**src/rtl/traffic_controller_nway.sv**
```systemverilog
// traffic_controller_nway
// N-direction signalised junction controller. Requests are latched and served
// round-robin; every change of right-of-way runs GREEN -> YELLOW -> ALL_RED.
// Phase lengths are counted in prescaled ticks. Green has a minimum and a
// maximum length, and an emergency input can pre-empt or hold the green.
module traffic_controller_nway #(
    parameter int N_DIR        = 4,
    parameter int TICK_DIV     = 10_000_000,
    parameter int GREEN_TICKS  = 30,
    parameter int MIN_GREEN    = 10,
    parameter int YELLOW_TICKS = 3,
    parameter int ALLRED_TICKS = 1,
    localparam int DIR_W       = $clog2(N_DIR)
) (
    input  logic             clk,
    input  logic             rst_n,
    input  logic [N_DIR-1:0] req,
    input  logic             emerg_vld,
    input  logic [DIR_W-1:0] emerg_dir,
    output logic [N_DIR-1:0] red,
    output logic [N_DIR-1:0] yellow,
    output logic [N_DIR-1:0] green,
    output logic [DIR_W-1:0] active_dir,
    output logic [1:0]       phase,
    output logic [N_DIR-1:0] pending
);

    localparam int MAX_A     = (GREEN_TICKS > YELLOW_TICKS) ? GREEN_TICKS : YELLOW_TICKS;
    localparam int MAX_TICKS = (MAX_A > ALLRED_TICKS) ? MAX_A : ALLRED_TICKS;
    localparam int CNT_W     = $clog2(MAX_TICKS + 1);
    localparam int PRE_W     = $clog2(TICK_DIV + 1);

    localparam logic [DIR_W:0]   NDIR_C    = (DIR_W+1)'(N_DIR);
    localparam logic [CNT_W-1:0] CNT_MAX   = CNT_W'(MAX_TICKS);
    localparam logic [CNT_W-1:0] CNT_GREEN = CNT_W'(GREEN_TICKS);
    localparam logic [CNT_W-1:0] CNT_MIN   = CNT_W'(MIN_GREEN);
    localparam logic [CNT_W-1:0] CNT_YEL   = CNT_W'(YELLOW_TICKS);
    localparam logic [CNT_W-1:0] CNT_AR    = CNT_W'(ALLRED_TICKS);
    localparam logic [PRE_W-1:0] PRE_LAST  = PRE_W'(TICK_DIV - 1);

    typedef enum logic [1:0] {
        ST_ALL_RED = 2'b00,
        ST_GREEN   = 2'b01,
        ST_YELLOW  = 2'b10
    } state_t;

    state_t             r_state;
    state_t             w_state_nxt;
    logic [PRE_W-1:0]   r_presc;
    logic [CNT_W-1:0]   r_ph_cnt;
    logic [DIR_W-1:0]   r_active;
    logic [N_DIR-1:0]   r_pending;

    logic               w_tick;
    logic [CNT_W-1:0]   w_cnt_nxt;
    logic               w_emerg_ok;
    logic               w_hold;
    logic               w_preempt;
    logic               w_others;
    logic               w_max_green;
    logic               w_early_green;
    logic               w_enter_green;
    logic               w_state_chg;
    logic [N_DIR-1:0]   w_active_oh;
    logic [N_DIR-1:0]   w_clr_mask;
    logic [DIR_W-1:0]   w_scan_dir;
    logic               w_scan_hit;
    logic [DIR_W-1:0]   w_scan_idx;
    logic [DIR_W-1:0]   w_next_dir;

    // Tick strobe and the tick count the phase counter will hold after this
    // cycle; the counter saturates so a held green never wraps.
    always_comb begin
        w_tick    = (r_presc == PRE_LAST);
        w_cnt_nxt = r_ph_cnt;
        if (w_tick && (r_ph_cnt != CNT_MAX)) begin
            w_cnt_nxt = r_ph_cnt + CNT_W'(1);
        end
    end

    // Emergency qualification and green termination rules.
    always_comb begin
        w_active_oh   = N_DIR'(1) << r_active;
        w_emerg_ok    = emerg_vld && ({1'b0, emerg_dir} < NDIR_C);
        w_hold        = w_emerg_ok && (emerg_dir == r_active);
        w_preempt     = w_emerg_ok && (emerg_dir != r_active);
        w_others      = |(r_pending & ~w_active_oh);
        w_max_green   = !w_hold && (w_cnt_nxt >= CNT_GREEN);
        w_early_green = !w_hold && (w_cnt_nxt >= CNT_MIN) && w_others && !req[r_active];
    end

    // Round-robin scan: first pending direction after the active one, else
    // simply the next direction so the junction keeps rotating when idle.
    always_comb begin
        w_scan_dir = DIR_W'((int'(r_active) + 1) % N_DIR);
        w_scan_hit = 1'b0;
        w_scan_idx = '0;
        for (int k = 1; k <= N_DIR; k++) begin
            w_scan_idx = DIR_W'((int'(r_active) + k) % N_DIR);
            if (!w_scan_hit && r_pending[w_scan_idx]) begin
                w_scan_hit = 1'b1;
                w_scan_dir = w_scan_idx;
            end
        end
        w_next_dir = w_emerg_ok ? emerg_dir : w_scan_dir;
    end

    // Next-state logic; a valid emergency for another direction cuts green
    // short immediately, but yellow and all-red always run their full length.
    always_comb begin
        w_state_nxt   = r_state;
        w_enter_green = 1'b0;
        case (r_state)
            ST_ALL_RED: begin
                if (w_cnt_nxt >= CNT_AR) begin
                    w_state_nxt   = ST_GREEN;
                    w_enter_green = 1'b1;
                end
            end
            ST_GREEN: begin
                if (w_preempt || w_max_green || w_early_green) begin
                    w_state_nxt = ST_YELLOW;
                end
            end
            ST_YELLOW: begin
                if (w_cnt_nxt >= CNT_YEL) begin
                    w_state_nxt = ST_ALL_RED;
                end
            end
            default: begin
                w_state_nxt = ST_ALL_RED;
            end
        endcase
        w_state_chg = (w_state_nxt != r_state);
        w_clr_mask  = w_enter_green ? (N_DIR'(1) << w_next_dir) : '0;
    end

    // Phase state register.
    always_ff @(posedge clk or negedge rst_n) begin
        if (!rst_n) begin
            r_state <= ST_ALL_RED;
        end else begin
            r_state <= w_state_nxt;
        end
    end

    // Prescaler and phase tick counter, both restarted when a phase is entered.
    always_ff @(posedge clk or negedge rst_n) begin
        if (!rst_n) begin
            r_presc  <= '0;
            r_ph_cnt <= '0;
        end else if (w_state_chg) begin
            r_presc  <= '0;
            r_ph_cnt <= '0;
        end else begin
            r_presc  <= w_tick ? '0 : (r_presc + PRE_W'(1));
            r_ph_cnt <= w_cnt_nxt;
        end
    end

    // Active direction is loaded when leaving all-red into green.
    always_ff @(posedge clk or negedge rst_n) begin
        if (!rst_n) begin
            r_active <= DIR_W'(N_DIR - 1);
        end else if (w_enter_green) begin
            r_active <= w_next_dir;
        end
    end

    // Request latch; the direction being granted is cleared, overriding a
    // simultaneous request from it.
    always_ff @(posedge clk or negedge rst_n) begin
        if (!rst_n) begin
            r_pending <= '0;
        end else begin
            r_pending <= (r_pending | req) & ~w_clr_mask;
        end
    end

    // Lamp decode: the active direction shows green or yellow, all else red.
    always_comb begin
        green      = (r_state == ST_GREEN)  ? w_active_oh : '0;
        yellow     = (r_state == ST_YELLOW) ? w_active_oh : '0;
        red        = ~(green | yellow);
        active_dir = r_active;
        phase      = r_state;
        pending    = r_pending;
    end

endmodule

```
**config.mk**
```make
export PLATFORM = sky130hd
export DESIGN_NAME = traffic_controller_nway
export DESIGN_NICKNAME = d
export VERILOG_FILES = /design/src/rtl/traffic_controller_nway.sv
export SDC_FILE = /design/constraint.sdc
export NUM_CORES = 1
export LEC_CHECK = 0
export ABC_CLOCK_PERIOD_IN_PS = 4100
export CORE_ASPECT_RATIO = 0.9
export CORE_MARGIN = 1
export CORE_UTILIZATION = 45
export DETAILED_ROUTE_END_ITERATION = 8
export GPL_TIMING_DRIVEN = 0
export PLACE_DENSITY_LB_ADDON = 0.05
export SETUP_SLACK_MARGIN = 0.4
export SYNTH_ARGS = -nofsm -noshare
export SYNTH_HDL_FRONTEND = slang
export SYNTH_SLANG_ARGS = --single-unit
```
**constraint.sdc**
```tcl
create_clock -name clk -period 4.1 [get_ports clk]
set_clock_uncertainty 0.2 [all_clocks]
set_input_delay 0.82 -clock clk [delete_from_list [all_inputs] [get_ports clk]]
set_output_delay 0.82 -clock clk [all_outputs]
set_load 0.02 [all_outputs]
```
======== Yosys cells after proc, flatten, opt, wreduce, memory -nomap -nowiden ========
Index checks and enable logic that the tools add are counted.
storage, ports and cells
  register bits ........................... 37
  word-level logic and storage cells ...... 85
operators by class
  add/sub/neg operators ................... 6
  $lt $le $gt $ge ......................... 9
  equality and inequality tests ........... 7
  shifts and indexed selects .............. 2
  mux-type cells .......................... 30
  bitwise gates (word level) .............. 7
  reduce and logical (&&, ||, !) cells .... 19
operators with widths
  cell                                                  number
  2-to-1 mux 24 bit                                     2
  adder 24 x 1 -> 24 bit (second input constant)        1
  == test 24 bit (second input constant)                1
  < comparator 2 x 3 -> 1 bit (second input constant)   5
  2-to-1 mux 2 bit                                      7
  2-to-1 mux 4 bit                                      3
  inverter 4 bit                                        3
  binary-select mux 1 bit (select 2 bit)                5
  logical AND 1 bit                                     10
  2-to-1 mux 1 bit                                      10
  2-to-1 mux 5 bit                                      2
  AND 4 bit                                             2
  bitwise OR 4 bit                                      2
  left shift 1 x 2 -> 4 bit (first input constant)      2
  case mux 2 bit (3 select lines)                       1
  adder 5 x 1 -> 5 bit (second input constant)          1
  >= comparator 5 x 1 -> 1 bit (second input constant)  1
  >= comparator 5 x 2 -> 1 bit (second input constant)  1
  >= comparator 5 x 4 -> 1 bit (second input constant)  1
  >= comparator 5 bit (second input constant)           1
  logical NOT 1 bit                                     5
  != test 5 bit (second input constant)                 1
  adder 2 x 1 -> 2 bit (second input constant)          2
  adder 2 bit (second input constant)                   2
  7 further kinds                                       9

======== Logic depth before layout (Yosys ltp) ========
  word-level depth ........................ 18
  mapped depth ............................ 11
  gate-level depth less buffers ........... 9

======== Worst setup path before layout ========
Ideal clock, no wire load.
  path kind ............................... register -> register
  start point ............................. reg r_active[0], in the netlist active_dir[0]
  end point ............................... reg r_pending[0], in the netlist pending[0]
  library setup time ...................... 0.135 ns
  arrival time ............................ 3.084 ns
  data required time ...................... 3.765 ns
  setup slack ............................. 0.681 ns
  stages on the path, launching flop included .. 9
  clock period less this slack ............ 3.419 ns
  cells stage by stage .................... dfstp_2 buf_1 inv_1 ha_1 mux4_2 or4b_2 a311oi_1 o31a_1 a31oi_1
on the way
  cells in the longest elaborated chain, start to end .. 18
  elaborated cells on any way between the ends .. 29
RTL lines
  element                                 line    text
  start, declared                         51      logic [DIR_W-1:0] r_active;
  start signal, assigned                  164     r_active <= DIR_W'(N_DIR - 1);
  start signal, assigned                  166     r_active <= w_next_dir;
  adder 2 x 1 -> 2 bit                    95, 99
  binary-select mux 1 bit (select 2 bit)  100     if (!w_scan_hit && r_pending[w_scan_idx]) begin
  2-to-1 mux 1 bit (not written as such)  100
  2-to-1 mux 1 bit                        100
  logical NOT 1 bit                       100
  logical AND 1 bit                       100
  2-to-1 mux 1 bit                        100
  logical NOT 1 bit                       100
  [2 not listed]                          --
  logical NOT 1 bit                       100
  logical AND 1 bit                       100
  2-to-1 mux 2 bit (*)                    100
  2-to-1 mux 2 bit (*)                    105     w_next_dir = w_emerg_ok ? emerg_dir : w_scan_dir;
  left shift 1 x 2 -> 4 bit (*)           135     w_clr_mask = w_enter_green ? (N_DIR'(1) << w_next_dir) : '0;
  2-to-1 mux 4 bit (*)                    135
  inverter 4 bit (*)                      176     r_pending <= (r_pending | req) & ~w_clr_mask;
  AND 4 bit (*)                           176
  end signal, assigned                    176
  end, declared                           52      logic [N_DIR-1:0] r_pending;
Mark *: on every way between the ends. The rest lies on a longest branch, timed or not. The select of a mux whose other input is x is not followed.
A chain may end at the register's enable or synchronous reset.

======== Worst setup path in the final report ========
  start point ............................. reg r_active[0], in the netlist active_dir[0]
  end point ............................... out red[0]
on the way
  cells in the longest elaborated chain, start to end .. 4
  elaborated cells on any way between the ends .. 5
RTL lines
  element                              line      text
  left shift 1 x 2 -> 4 bit (*)        83        w_active_oh = N_DIR'(1) << r_active;
  2-to-1 mux 4 bit (on tied branches)  182, 183
  bitwise OR 4 bit (*)                 184       red = ~(green | yellow);
  inverter 4 bit (*)                   184
  end, declared                        20        output logic [N_DIR-1:0] red,
Mark *: on every way between the ends. The rest lies on a longest branch, timed or not.

==> run summary <==
Status: finished, final reports clean
Final RePlAce weighted congestion: 0.7994
Die Wd: 80.45 um
Yosys cell types: 58
RSZ-0062 raised after global routing: false
Post-DP HPWL: 4293 um
Async set or reset register ratio after synthesis: 1.000
Min Tclk post-route: 3.454 ns
Power, Total: 1.225 mW
Crit start category: register
H-tree Lvls: 2
Ys Warns: 0
Die area: 5840 sq um
Finished Core Util: 0.5602
Syn nets: 283
TNS Setup: 0 ns
Final net count: 318
CTS Root Cell: clkbuf_8
CTS buffer count: 5
Cell Rows: 25
Hold Path Stages: 1
Syn Inst Count: 267
CP endpoint kind: output port
Lkg Pwr: 1.188 nW
Area Overhead vs Synth: 18.83%
CP Data Required Time: 3.08 ns
Slew HR: 0.4121
CTS clk-pin slew, worst paths: 0.08 ns
Antenna Diode Count: 0
Critical path fanouts, max: 10
Post-route DRC: 0
Worst r2r path cells: 8
Hold Crit Start: r_presc[0]
Initial Utilization: 0.4715
Post-CTS Setup Bufs: 0
Hold WS: 0.2973 ns
Clk Latency, worst-skew pair: 0.28 ns
Placement Setup Slack: 0.3780 ns
Die Y: 72.60 um
# IOs: 29
Worst Hold Class: register to register
Overall Global Routing Usage: 0.2221
Worst slew pin tran: 0.8699 ns
TritonCTS clock tree: yes
Antenna Violating Nets Remaining: 0
VDD IR max: 0.3252 mV
Worst R2R Start: active_dir[0]
Routed vias: 2185
First-pass GRT wire length: 10050 um
DRT Pass-1 Iters: 4
CP max stage delay: 0.61 ns
Final Max Tran Viols: 0
Share of cells above drive strength 1: 0.1155
Drt initial violations: 114
Via density: 5.905
EDFF count, synth: 0
Power Dens Cells: 413.8 nW/um^2
Final worst slack: 0.6462 ns
Final Hold Viols: 0
Final critical-path share of the clock period: 0.8424
WL per Instance: 16.05 um
Hold Path Sink: r_presc[0]
Routed WL: 5938 um
Register area share after synthesis: 0.3725
Post-Synthesis Mean Instance Area: 9.335 sq um
Fill count: 503
Antenna violations before repair: 0
Worst Setup SP: active_dir[0]
Synth Register Bits: 37
Critical Setup Path Class: register to output port
CTS sink cnt: 37
# port buffers: 28
Critical Path, Cell by Cell: buf_2, inv_1, ha_1, and3_1, nor2_1, clkdlybuf4s50_1
CP max-delay cell: clkdlybuf4s50_1
Mapped Area: 2492 sq um
Reg-to-reg endpoint: pending[1]
WP data arrival: 2.43 ns
Setup violations, final: 0
Core box area: 5286 sq um
Largest net degree at the start of global routing: 38
CTS Buffer Depth: 2
Hold_buf cts: 0
Most used DFF post-synth: dfrtp_1
Number of global-route vias before repair: 2019
Max cap viols: 0
GRT overflow: 0
Max Freq: 289.5 MHz
Worst reg2reg setup slack: 0.66 ns
-- cell type report --
type / count / area [sq um] / share of cell area
Multi-Input combinational cell: 207 / 1458 / 0.4922
Sequential cell: 37 / 928.4 / 0.3135
Timing Repair Buffer: 28 / 275.3 / 0.09294
Clock buffer: 7 / 96.34 / 0.03253
Tap cell: 67 / 83.83 / 0.02831
Buffer: 9 / 62.56 / 0.02112
Inverter: 14 / 52.55 / 0.01774
Clock inverter: 1 / 5.005 / 0.001690
-- synth_stat cells (all sizes together) (3+ instances only) --
master  count  share of area
dfrtp      35           0.35
o21ai       5          0.010
mux4        3          0.027
buf         7          0.021
nor4b       4          0.017
nor4       14          0.035
nand3      16          0.034
xnor2      13          0.046
inv        14          0.021
o21a        3         0.0095
nor2       29          0.047
nor3       15          0.032
nand4       8          0.020
xor2       13          0.046
a31oi       3          0.010
nand2      17          0.026
or4         4          0.014
and3       11          0.028
mux2i       4          0.016
a21oi       4         0.0080
a211oi      3          0.014
o211ai      3         0.0090
ha          7          0.035
-- sequential cells by signal, indices dropped and copies added (netlist names) --
register	count
active_dir	2
r_presc	24
phase	2
pending	4
r_ph_cnt	5
-- layout by cell type (no fill, tap or decap), types with 4 or more instances in the layout --
| cell type | Yosys | routed |
|---|---|---|
| and3_1 | 11 | 11 |
| nand4_1 | 8 | 8 |
| clkbuf_8 | 0 | 7 |
| nand3_1 | 15 | 15 |
| mux2i_1 | 4 | 4 |
| nor2_1 | 28 | 28 |
| clkdlybuf4s50_1 | 0 | 27 |
| nor4_1 | 14 | 14 |
| nor3_1 | 14 | 14 |
| inv_1 | 14 | 14 |
| o21ai_0 | 5 | 5 |
| buf_2 | 3 | 5 |
| xor2_1 | 13 | 13 |
| ha_1 | 7 | 7 |
| nand2_1 | 17 | 17 |
| dfrtp_1 | 35 | 35 |
| a21oi_1 | 4 | 4 |
| xnor2_1 | 13 | 13 |
-- worst max-delay path by stage --
| stage | endpoint | cells past startpoint |
|---|---|---|
| 6_report | red[0] | 6 |
| 5_1_grt | r_presc[15] | 8 |
| 4_1_cts | red[0] | 6 |
| 3_5_place_dp | pending[1] | 8 |
| 3_3_place_gp | pending[1] | 8 |
| 2_1_floorplan | pending[0] | 8 |
-- per-layer routing --
layer,up-vias,GRT usage,routed length (um)
met5,-,0,0
met2,51,0.3173,2574
li1,1063,-,-
met3,4,0.03750,230
met4,0,0.04563,36
met1,1067,0.3495,3097
-- cell families after synthesis --
logic type                 share of synthesized area
adders and majority gates                    0.03514
xor gates and xnor gates                     0.09137
buffers and inverters                        0.04518
and+or+nand+nor                               0.2826
muxes                                        0.04769
AOI/OAI and AO/OA                             0.1255
DFF                                           0.3725
-- worst max-delay path: cells and delay by family, from the launching register on --
| kind | cells | cell delay, ns |
|---|---|---|
| flops | 1 | 0.59 |
| simple gates | 2 | 0.30 |
| buf+inv | 3 | 1.02 |
| fa+ha+maj | 1 | 0.25 |
-- stage by stage --
step	cell area, sq um	std cells
floorplan	2492	267
finish	2962	370
CTS	2954	370
global route	2962	370
detailed placement	2851	362
global placement	2856	362
-- repair_timing --
| item | 4_1_cts | 5_1_grt |
|---|---|---|
| pin swaps | 0 | 0 |
| gates resized for setup | 1 | 3 |
| endpoints found under the setup margin | 6 | 10 |
| gates cloned | 0 | 0 |
-- power by group --
part           internal (mW)  switching (mW)
combinational          0.212           0.275
sequential             0.408          0.0476
clock                  0.152           0.131
total                  0.773           0.453
Note: power is estimated with default switching activity, not from simulation.
